File: src/rtl/issue_controller_pkg.sv
// Shared types and constants for the issue controller slice.
// Opcode map, entry bundle and head classification helper.
package issue_controller_pkg;

    localparam int INSTRUCTION_MSB = 31;
    localparam int WORD_MSB = 31;
    localparam int IQ_DEPTH_DEFAULT = 4;

    typedef logic [INSTRUCTION_MSB:0] inst_t;
    typedef logic [WORD_MSB:0] word_t;

    localparam word_t ZERO_WORD = '0;
    localparam logic TRUE = 1'b1;
    localparam logic FALSE = 1'b0;

    localparam logic [6:0] OP_LOAD = 7'b0000011;
    localparam logic [6:0] OP_STORE = 7'b0100011;
    localparam logic [6:0] OP_LUI = 7'b0110111;
    localparam logic [6:0] OP_AUIPC = 7'b0010111;
    localparam logic [6:0] OP_JAL = 7'b1101111;
    localparam logic [6:0] OP_JALR = 7'b1100111;
    localparam logic [6:0] OP_BRANCH = 7'b1100011;
    localparam logic [6:0] OP_ARITH_IMM = 7'b0010011;
    localparam logic [6:0] OP_ARITH = 7'b0110011;

    typedef enum logic [1:0] {
        TGT_RS,
        TGT_LSB,
        TGT_ILLEGAL
    } target_e;

    typedef struct packed {
        inst_t inst;
        word_t pc;
    } iq_entry_t;

    function automatic target_e classify(input logic [6:0] opcode);
        target_e t;
        t = TGT_ILLEGAL;
        unique case (opcode)
            OP_LOAD, OP_STORE: t = TGT_LSB;
            OP_LUI, OP_AUIPC, OP_JAL, OP_JALR,
            OP_BRANCH, OP_ARITH_IMM, OP_ARITH: t = TGT_RS;
            default: t = TGT_ILLEGAL;
        endcase
        return t;
    endfunction

endpackage

File: src/rtl/issue_controller_inst_queue.sv
// Circular instruction queue with push, pop and flush.
// Callers gate push/pop so overflow and underflow never occur.
module inst_queue
    import issue_controller_pkg::*;
#(
    parameter int DEPTH = IQ_DEPTH_DEFAULT,
    parameter int ADDR_W = 2
) (
    input  logic            clk,
    input  logic            rst,
    input  logic            push,
    input  logic            pop,
    input  logic            flush,
    input  iq_entry_t       push_data,
    output iq_entry_t       head_data,
    output logic [ADDR_W:0] count,
    output logic            full,
    output logic            empty
);

    iq_entry_t mem [DEPTH];
    logic [ADDR_W-1:0] head;
    logic [ADDR_W-1:0] tail;

    always_ff @(posedge clk) begin
        if (rst) begin
            head <= '0;
            tail <= '0;
            count <= '0;
        end else if (flush) begin
            head <= '0;
            tail <= '0;
            count <= '0;
        end else begin
            if (push) tail <= tail + 1'b1;
            if (pop) head <= head + 1'b1;
            if (push && !pop) count <= count + 1'b1;
            else if (pop && !push) count <= count - 1'b1;
        end
    end

    // Storage needs no reset; count gates every read of stale entries.
    always_ff @(posedge clk) begin
        if (push && !flush && !rst) mem[tail] <= push_data;
    end

    assign head_data = mem[head];
    assign full = (count == (ADDR_W + 1)'(DEPTH));
    assign empty = (count == '0);

endmodule

File: src/rtl/issue_controller.sv
// Head classification and issue gating between Fetcher and Decoder.
// Illegal heads are dropped; rollback empties the queue.
module issue_controller
    import issue_controller_pkg::*;
#(
    parameter int IQ_DEPTH = IQ_DEPTH_DEFAULT,
    parameter int IQ_ADDR_W = 2
) (
    input  logic               clk,
    input  logic               rst,
    input  logic               rdy_in,
    input  logic               fet_valid_in,
    input  logic [31:0]        fet_inst_in,
    input  logic [31:0]        fet_pc_in,
    output logic               fet_ready_out,
    output logic               dec_issue_out,
    output logic [31:0]        dec_inst_out,
    output logic [31:0]        dec_pc_out,
    input  logic               rob_full_in,
    input  logic               rs_full_in,
    input  logic               lsb_full_in,
    input  logic               rob_rollback_in,
    output logic [IQ_ADDR_W:0] iq_count_out
);

    iq_entry_t push_data;
    iq_entry_t head;
    logic q_full;
    logic q_empty;
    logic push;
    logic pop;
    logic flush;
    logic drop;
    logic can_issue;
    logic target_full;
    target_e target;

    assign push_data = '{inst: fet_inst_in, pc: fet_pc_in};
    assign target = classify(head.inst[6:0]);

    always_comb begin
        target_full = FALSE;
        unique case (1'b1)
            target == TGT_LSB: target_full = lsb_full_in;
            target == TGT_RS: target_full = rs_full_in;
            default: target_full = FALSE;
        endcase
    end

    assign can_issue = rdy_in & !q_empty & !rob_rollback_in
                     & !rob_full_in & !target_full
                     & (target != TGT_ILLEGAL);
    assign drop = rdy_in & !q_empty & !rob_rollback_in
                & (target == TGT_ILLEGAL);

    assign push = rdy_in & fet_valid_in & !q_full & !rob_rollback_in;
    assign pop = can_issue | drop;
    assign flush = rdy_in & rob_rollback_in;

    inst_queue #(
        .DEPTH(IQ_DEPTH),
        .ADDR_W(IQ_ADDR_W)
    ) u_iq (
        .clk(clk),
        .rst(rst),
        .push(push),
        .pop(pop),
        .flush(flush),
        .push_data(push_data),
        .head_data(head),
        .count(iq_count_out),
        .full(q_full),
        .empty(q_empty)
    );

    // Ready comes from registered occupancy only.
    assign fet_ready_out = !q_full;
    assign dec_issue_out = can_issue;
    assign dec_inst_out = q_empty ? ZERO_WORD : head.inst;
    assign dec_pc_out = q_empty ? ZERO_WORD : head.pc;

endmodule

File: config.mk
export PLATFORM = sky130hd
export DESIGN_NAME = issue_controller
export DESIGN_NICKNAME = d
export VERILOG_FILES = /design/src/rtl/issue_controller_pkg.sv /design/src/rtl/issue_controller_inst_queue.sv /design/src/rtl/issue_controller.sv
export SDC_FILE = /design/constraint.sdc
export NUM_CORES = 1
export LEC_CHECK = 0
export CORE_MARGIN = 3
export CORE_UTILIZATION = 54
export CTS_CLUSTER_DIAMETER = 100
export DETAILED_ROUTE_END_ITERATION = 7
export GPL_TIMING_DRIVEN = 0
export PLACE_DENSITY = 0.79
export SETUP_SLACK_MARGIN = 0.2
export SKIP_CTS_REPAIR_TIMING = 1
export SYNTH_ARGS = -nofsm -noshare
export SYNTH_HDL_FRONTEND = slang
export SYNTH_SLANG_ARGS = --single-unit
File: constraint.sdc
create_clock -name clk -period 3.6 [get_ports clk]
set_input_delay 0.54 -clock clk [delete_from_list [all_inputs] [get_ports clk]]
set_output_delay 0.54 -clock clk [all_outputs]
set_load 0.02 [all_outputs]
==> results.txt, run 1 <==
Clock Latency Late Sink - 0.51 ns
Slew Viols, Final - 0
Pwr per Cell Area - 511 nW/um2
Tot GR Track Use - 19.4%
Final Cycle Share - 93.2%
Power Internal - 5.23 mW
WHS Path Cells - 2
Tmin final - 3.36 ns
switching portion of total power - 21.0%
Clk network pwr share - 39.0%
row count - 49
GR peak layer - met2
FILL cells - 1126
Rel. slew slack - 64.5%
routed via count - 5070
Clock transition at path regs - 0.06 ns
Seq/Total Area, Yosys - 77.0%
core footprint - 18300 um2
Syn. warnings - 0
cell count after synthesis - 471
Logic pwr share - 9.4%
met2 usage - 33.3%
Syn Nets - 549
1st-iter DRT viols - 303
initial core utilization - 55.9%
drt wl/cell - 21.9 um
worst IR drop on VDD - 0.431 mV
first-pass GRT wire length - 30500 um
first-pass detailed-route iteration total - 4
Reg2Reg Depth - 11
Max Cap Viol - 0
Fin. Hold Viols - 0
vias per std cell - 5.64
CTS tree - yes
initial antenna violation count - 0
worst slew pin tran - 0.533 ns
predominant post-synthesis flop cell - edfxtp_1
Mapped Area - 10200 um2
Max Clk Rate - 0.298 GHz
Unique masters post-synth - 32
Startpoint Class - flop
status - completed
Mean Syn Cell Area - 21.7 um2
sequential share of power - 51.5%
M3 GR Usage - 4.39%
gp weighted congestion - 0.762
RSZ-0062 raised after global routing - yes
Net Sw Power - 1.39 mW
CP Capture Type - flop
Lkg Pwr - 4.08 nW
maximum number of pins on one net before global-route repair - 42
Storage cell area - 7870 um2
multi-input logic area - 2260 um2
Post-route DRC - 0
Ports - 141
Post-synth EDFFs - 256
Critical Path RT - 4.04 ns
WP data arrival - 3.80 ns
Hold WC Path Type - reg -> reg
gr ovfl total - 0
Die Y - 144 um
most frequent cells in the layout - edfxtp_1 (256), clkdlybuf4s50_1 (139), nor2b_1 (67)
layout cells sized above 1 - 20.4%
IO Port Bufs - 140
# diodes - 0
Sink Count - 265
vias in the first global route - 5473
asr flop ratio synth - 0%
root buffer selected by CTS - clkbuf_16
die area - 20600 um2
commonest non-fill, non-tap cell in the layout - edfxtp_1
Non-Filler Instances - 899
TritonCTS buffer count - 27
ANT nets after route - 0
met1 Resource Use GR - 25.8%
H-Tree Level Count - 1
#FFs+latches synth - 265
placed insts - 844
Final setup viols - 0
# nets final - 728
CP Class - reg -> reg
HPWL Detailed - 12200 um
Critical Path Fanout Max - 8
die width - 144 um
CTS Buffer Depth - 3
WL final - 19700 um
overall power - 6.62 mW
worst-case clock skew - 0.0104 ns
Area Overhead vs Synth - 26.8%
-- critical path, stage by stage, from the launching register on --
cell     delay [ns]
dfxtp_1        0.34
buf_8          0.15
mux4_2         0.55
or4_4          0.58
o31ai_4        0.22
or2_2          0.16
ha_2           0.19
inv_1          0.06
fa_1           0.38
xor2_1         0.17
or3_1          0.32
a21oi_1        0.16
-- stage by stage --
stage | worst slack, ns | instance area (um2) | hold slack (ns) | TNS (ns) | utilization [%]
after floorplan | 0.309 | 10200 | 0.445 | 0 | -
after global placement | -1.30 | 11900 | 0.459 | -330.72 | 65.2
after detailed placement | -0.0209 | 12000 | 0.502 | -0.0258 | 65.8
after CTS | -0.660 | 12900 | 0.543 | -18.95 | 70.3
after global routing | 0.0911 | 12900 | 0.567 | 0 | 70.9
final | 0.244 | 12900 | 0.534 | 0 | 70.9
-- logic make-up after synthesis --
kind of cell / synth area share (%)
mux: 14.4
compound gates: 0.845
simple gates: 5.65
xor+xnor: 0.257
buf+inv: 1.03
flops: 77.0
fa+ha+maj: 0.808
-- worst paths after layout --
check	startpoint	to	slack, ns
max	flop	u_iq.count[2]	0.24
min	u_iq.head[1]	u_iq.head[1]	0.53
max reg2reg	flop	u_iq.count[2]	0.24
min reg2reg	u_iq.head[1]	u_iq.head[1]	0.53
-- metal layers --
layer	wire [um]	vias up
met5	0	-
met4	297	0
met3	1420	29
met1	7910	2596
met2	10100	175
li1	-	2270
-- registers in the layout, summed over array words and instances, names as in the netlist, named ones only --
| signal | flops |
|---|---|
| u_iq.count | 3 |
| u_iq.mem | 256 |
| u_iq.head | 2 |
| u_iq.tail | 2 |
-- Yosys cell counts (all sizes together), types with 3 or more instances --
| library cell | n | share of area [%] |
|---|---|---|
| and2 | 5 | 0.31 |
| edfxtp | 256 | 75 |
| inv | 3 | 0.11 |
| clkbuf | 15 | 0.55 |
| dfxtp | 9 | 1.8 |
| nand2 | 3 | 0.11 |
| a21oi | 4 | 0.20 |
| nor2 | 6 | 0.22 |
| buf | 7 | 0.37 |
| mux2i | 3 | 0.29 |
| mux4 | 64 | 14 |
| nor2b | 67 | 4.1 |
| ha | 5 | 0.61 |
-- power by group through the flow --
stage	clock, mW	sequential (mW)	combinational (mW)
detailed placement	0	3.48	0.619
floorplan	0	3.48	0.280
CTS	2.65	3.41	0.623
global placement	0	3.48	0.599
global route	2.76	3.41	0.672
finish	2.58	3.41	0.625
-- cell type report --
cell class	count	area share, %
multi-input combinational	181	17.4
buffer	22	1.15
clock buffer	37	5.51
clock inverter	12	0.889
timing repair buffer	150	12.0
sequential	265	60.8
inverter	3	0.0870
tap	229	2.21
No activity file was read; power rests on OpenSTA's default activity.
==> inputs of run 2 (changes only) <==
--- a/config.mk
+++ b/config.mk
@@ -10,7 +10,8 @@
 export CTS_CLUSTER_DIAMETER = 100
 export DETAILED_ROUTE_END_ITERATION = 7
 export GPL_TIMING_DRIVEN = 0
-export PLACE_DENSITY = 0.79
+export MAX_ROUTING_LAYER = met4
+export PLACE_DENSITY_LB_ADDON = 0.25
 export SETUP_SLACK_MARGIN = 0.2
 export SKIP_CTS_REPAIR_TIMING = 1
 export SYNTH_ARGS = -nofsm -noshare
==> results.txt, run 2 (synthesis gave the netlist of run 1 again) <==
max reg flops - 256
ANT nets after route - 0
IO Port Bufs - 140
Area Overhead vs Synth - 26.8%
WL final - 18800 um
wire length on met1 - 7920 um
Slew Viols, Final - 0
Clock Latency Late Sink - 0.51 ns
1st-iter DRT viols - 290
worst slew pin tran - 0.618 ns
Die Y - 144 um
HPWL Detailed - 11400 um
row count - 49
Clock transition at path regs - 0.06 ns
Non-Filler Instances - 897
setup TNS - 0 ns
placed insts - 844
Max Cap Viol - 0
die area - 20600 um2
layout cells sized above 1 - 20.5%
H-Tree Level Count - 1
Hold Slack - 0.502 ns
vias per std cell - 5.67
Util after Layout - 70.9%
most frequent cells in the layout - edfxtp_1 (256), clkdlybuf4s50_1 (139), nor2b_1 (67)
gr ovfl total - 0
Tot GR Track Use - 18.8%
maximum number of pins on one net before global-route repair - 39
worst IR drop on VDD - 0.417 mV
status - completed
root buffer selected by CTS - clkbuf_16
Tmin final - 3.36 ns
overall power - 6.65 mW
Largest Register - u_iq.mem
CTS tree - yes
Final setup viols - 0
routed via count - 5085
CP max stage cell - or4_4
initial antenna violation count - 0
Fin. Hold Viols - 0
first-pass GRT wire length - 28700 um
Hold WC Path Type - reg -> reg
Post-route DRC - 0
CTS Buffer Depth - 3
die width - 144 um
WP data arrival - 3.79 ns
crit-path max cell delay - 0.58 ns
Critical Path RT - 4.03 ns
max layer used - met4
first-pass detailed-route iteration total - 4
RSZ-0062 raised after global routing - yes
Rel. slew slack - 58.8%
critical path cell sequence - buf_8 -> mux4_2 -> or4_4 -> o31ai_4 -> or2_2 -> ha_1 -> inv_1 -> fa_1 -> xor2_1 -> or3_1 -> a21oi_1
Area after DPL - 12000 um2
worst-case clock skew - 0.00941 ns
Pwr per Cell Area - 514 nW/um2
vias in the first global route - 5369
Setup Slack @ Placement - 0.0450 ns
fin area - 13000 um2
routed length on met3 - 981 um
CP Class - reg -> reg
routed length on met2 - 9600 um
Sink Count - 265
Final Cycle Share - 93.4%
drt wl/cell - 21.0 um
commonest non-fill, non-tap cell in the layout - edfxtp_1
Ports - 141
initial core utilization - 55.9%
Max Clk Rate - 0.298 GHz
TritonCTS buffer count - 26
gp weighted congestion - 0.742
top flop regs - u_iq.mem x256, u_iq.count x3
Lkg Pwr - 4.09 nW
# diodes - 0
final setup margin - 0.239 ns
core footprint - 18300 um2
# nets final - 727
Startpoint Class - flop
CP Capture Type - flop
Critical Path Fanout Max - 8
FILL cells - 1135
-- run 2: critical path, delay by kind of cell (launching register included) --
family	cells	cell delay [ns]
AO/OA/AOI/OAI	2	0.42
multiplexers	1	0.55
flip-flops	1	0.36
XOR/XNOR	1	0.16
AND/OR/NAND/NOR	3	1.05
adder cells (fa/ha/maj)	2	0.54
buffers and inverters	2	0.21
-- run 2: final timing paths --
| kind | start | depth (start not counted) | slack [ns] | to |
|---|---|---|---|---|
| max | flop | 11 | 0.24 | u_iq.count[2] |
| min | u_iq.head[1] | 2 | 0.50 | flop |
| max reg2reg | flop | 11 | 0.24 | u_iq.count[2] |
| min reg2reg | u_iq.head[1] | 2 | 0.50 | flop |
-- run 2: power breakdown --
group,internal (mW),switching [mW],leakage (nW)
Combinational,0.304,0.317,1.30
Clock,1.58,1.04,0.405
Sequential,3.40,0.00894,2.38
Total,5.28,1.37,4.09
-- run 2: final cells by class --
type | count | area (um2) | share of cell area, %
repair buffers | 150 | 1550 | 12.0
well taps | 229 | 287 | 2.21
clock inverters | 14 | 139 | 1.07
clock buffers | 33 | 698 | 5.39
inverters | 3 | 11.3 | 0.0869
flip-flops and latches | 265 | 7870 | 60.7
multi-input cells | 181 | 2250 | 17.4
plain buffers | 22 | 149 | 1.15
-- run 2: layer usage --
layer | GRT usage, % | up-vias
met3 | 3.23 | 26
met5 | - | -
met2 | 30.6 | 153
li1 | - | 2268
met1 | 25.3 | 2638
met4 | 4.56 | 0
==> inputs of run 3 (changes only) <==
--- a/config.mk
+++ b/config.mk
@@ -11,7 +11,7 @@
 export DETAILED_ROUTE_END_ITERATION = 7
 export GPL_TIMING_DRIVEN = 0
 export MAX_ROUTING_LAYER = met4
-export PLACE_DENSITY_LB_ADDON = 0.25
+export PLACE_DENSITY_LB_ADDON = 0.15
 export SETUP_SLACK_MARGIN = 0.2
 export SKIP_CTS_REPAIR_TIMING = 1
 export SYNTH_ARGS = -nofsm -noshare
==> results.txt, run 3 (synthesis gave the netlist of run 1 again) <==
commonest non-fill, non-tap cell in the layout - edfxtp_1
die area - 20600 um2
layout cells sized above 1 - 20.2%
vias in the first global route - 5372
Non-Filler Instances - 897
RSZ-0062 raised after global routing - yes
HPWL Detailed - 11900 um
# diodes - 0
Startpoint Class - flop
# nets final - 727
Die Y - 144 um
IO Port Bufs - 140
Largest Register - u_iq.mem
CTS Buffer Depth - 3
Ports - 141
first-pass detailed-route iteration total - 4
CTS tree - yes
Clock Latency Late Sink - 0.51 ns
drt wl/cell - 21.4 um
maximum number of pins on one net before global-route repair - 35
first-pass GRT wire length - 29700 um
Post-route DRC - 0
1st-iter DRT viols - 280
Rel. slew slack - 63.7%
CP Capture Type - flop
Tot GR Track Use - 19.6%
initial core utilization - 55.9%
setup TNS - 0 ns
most frequent cells in the layout - edfxtp_1 (256), clkdlybuf4s50_1 (134), nor2b_1 (67)
Clock transition at path regs - 0.06 ns
Critical Path Fanout Max - 5
Tmin final - 3.30 ns
WL final - 19200 um
routed via count - 5053
Fin. Hold Viols - 0
Critical Path RT - 4.04 ns
worst IR drop on VDD - 0.470 mV
Area after DPL - 12000 um2
initial antenna violation count - 0
top flop regs - u_iq.mem x256, u_iq.count x3
placed insts - 844
vias per std cell - 5.63
Sink Count - 265
gr ovfl total - 0
Final Cycle Share - 91.7%
status - completed
Max Clk Rate - 0.303 GHz
worst slew pin tran - 0.545 ns
H-Tree Level Count - 1
worst-case clock skew - 0.0119 ns
Final setup viols - 0
max reg flops - 256
WP data arrival - 3.74 ns
Lkg Pwr - 4.17 nW
Max Cap Viol - 0
HP Start - u_iq.head[1]
Util after Layout - 71.1%
ANT nets after route - 0
fin area - 13000 um2
Hold WC Path Type - reg -> reg
CP Class - reg -> reg
Area Overhead vs Synth - 27.1%
Pwr per Cell Area - 517 nW/um2
root buffer selected by CTS - clkbuf_16
Slew Viols, Final - 0
core footprint - 18300 um2
row count - 49
TritonCTS buffer count - 26
die width - 144 um
gp weighted congestion - 0.752
[run 3: cell types whose count changed in the layout (fill, tap and decap cells not counted), moves of 2 or more]
cell,before,now
dlymetal6s2s_1,0,5
buf_16,4,0
clkinv_1,7,9
clkdlybuf4s50_1,139,134
buf_12,0,4
clkbuf_2,12,9
clkbuf_1,8,10
[run 3: critical path, cell delays in order, from the launching register on]
cell and delay (ns):
dfxtp_4 0.37, buf_8 0.13, mux4_2 0.55, or4_4 0.56, o31ai_4 0.21, or2_2 0.15, ha_1 0.18, inv_1 0.06
fa_1 0.37, xor2_1 0.17, or3_1 0.34, a21oi_2 0.14
[run 3: report_power, final]
part | leakage (nW) | switching, mW | internal [mW]
clock | 0.417 | 1.04 | 1.64
sequential | 2.38 | 0.00918 | 3.40
combinational | 1.37 | 0.320 | 0.302
[run 3: worst paths after layout]
kind                    to  slack, ns  cells after the start
max          u_iq.count[2]       0.30                     11
min reg2reg   u_iq.head[1]       0.49                      2
max reg2reg  u_iq.count[2]       0.30                     11
min           u_iq.head[1]       0.49                      2
[run 3: layer usage]
| metal | up-vias | track usage, % | share of wire (%) |
|---|---|---|---|
| li1 | 2264 | - | - |
| met1 | 2604 | 26.8 | 42 |
| met2 | 153 | 31.5 | 51 |
| met3 | 32 | 3.73 | 5.6 |
| met4 | 0 | 4.16 | 1.7 |
| met5 | - | - | 0 |
[run 3: cell type report]
| type | instances | area [um2] |
|---|---|---|
| sequential | 265 | 7870 |
| fill | 1115 | 5290 |
| multi-input combinational | 181 | 2260 |
| timing repair buffer | 150 | 1550 |
| clock buffer | 32 | 694 |
| tap | 229 | 287 |
| clock inverter | 15 | 164 |
| buffer | 22 | 145 |
| inverter | 3 | 11.3 |
[run 3: through the flow]
stage	hold WS, ns	total power, mW	setup slack [ns]
finish	0.490	6.71	0.299
CTS	0.495	6.76	-0.588
global route	0.521	6.97	0.173
floorplan	0.445	3.76	0.309
detailed placement	0.486	4.09	-0.0423
global placement	0.460	4.08	-1.39
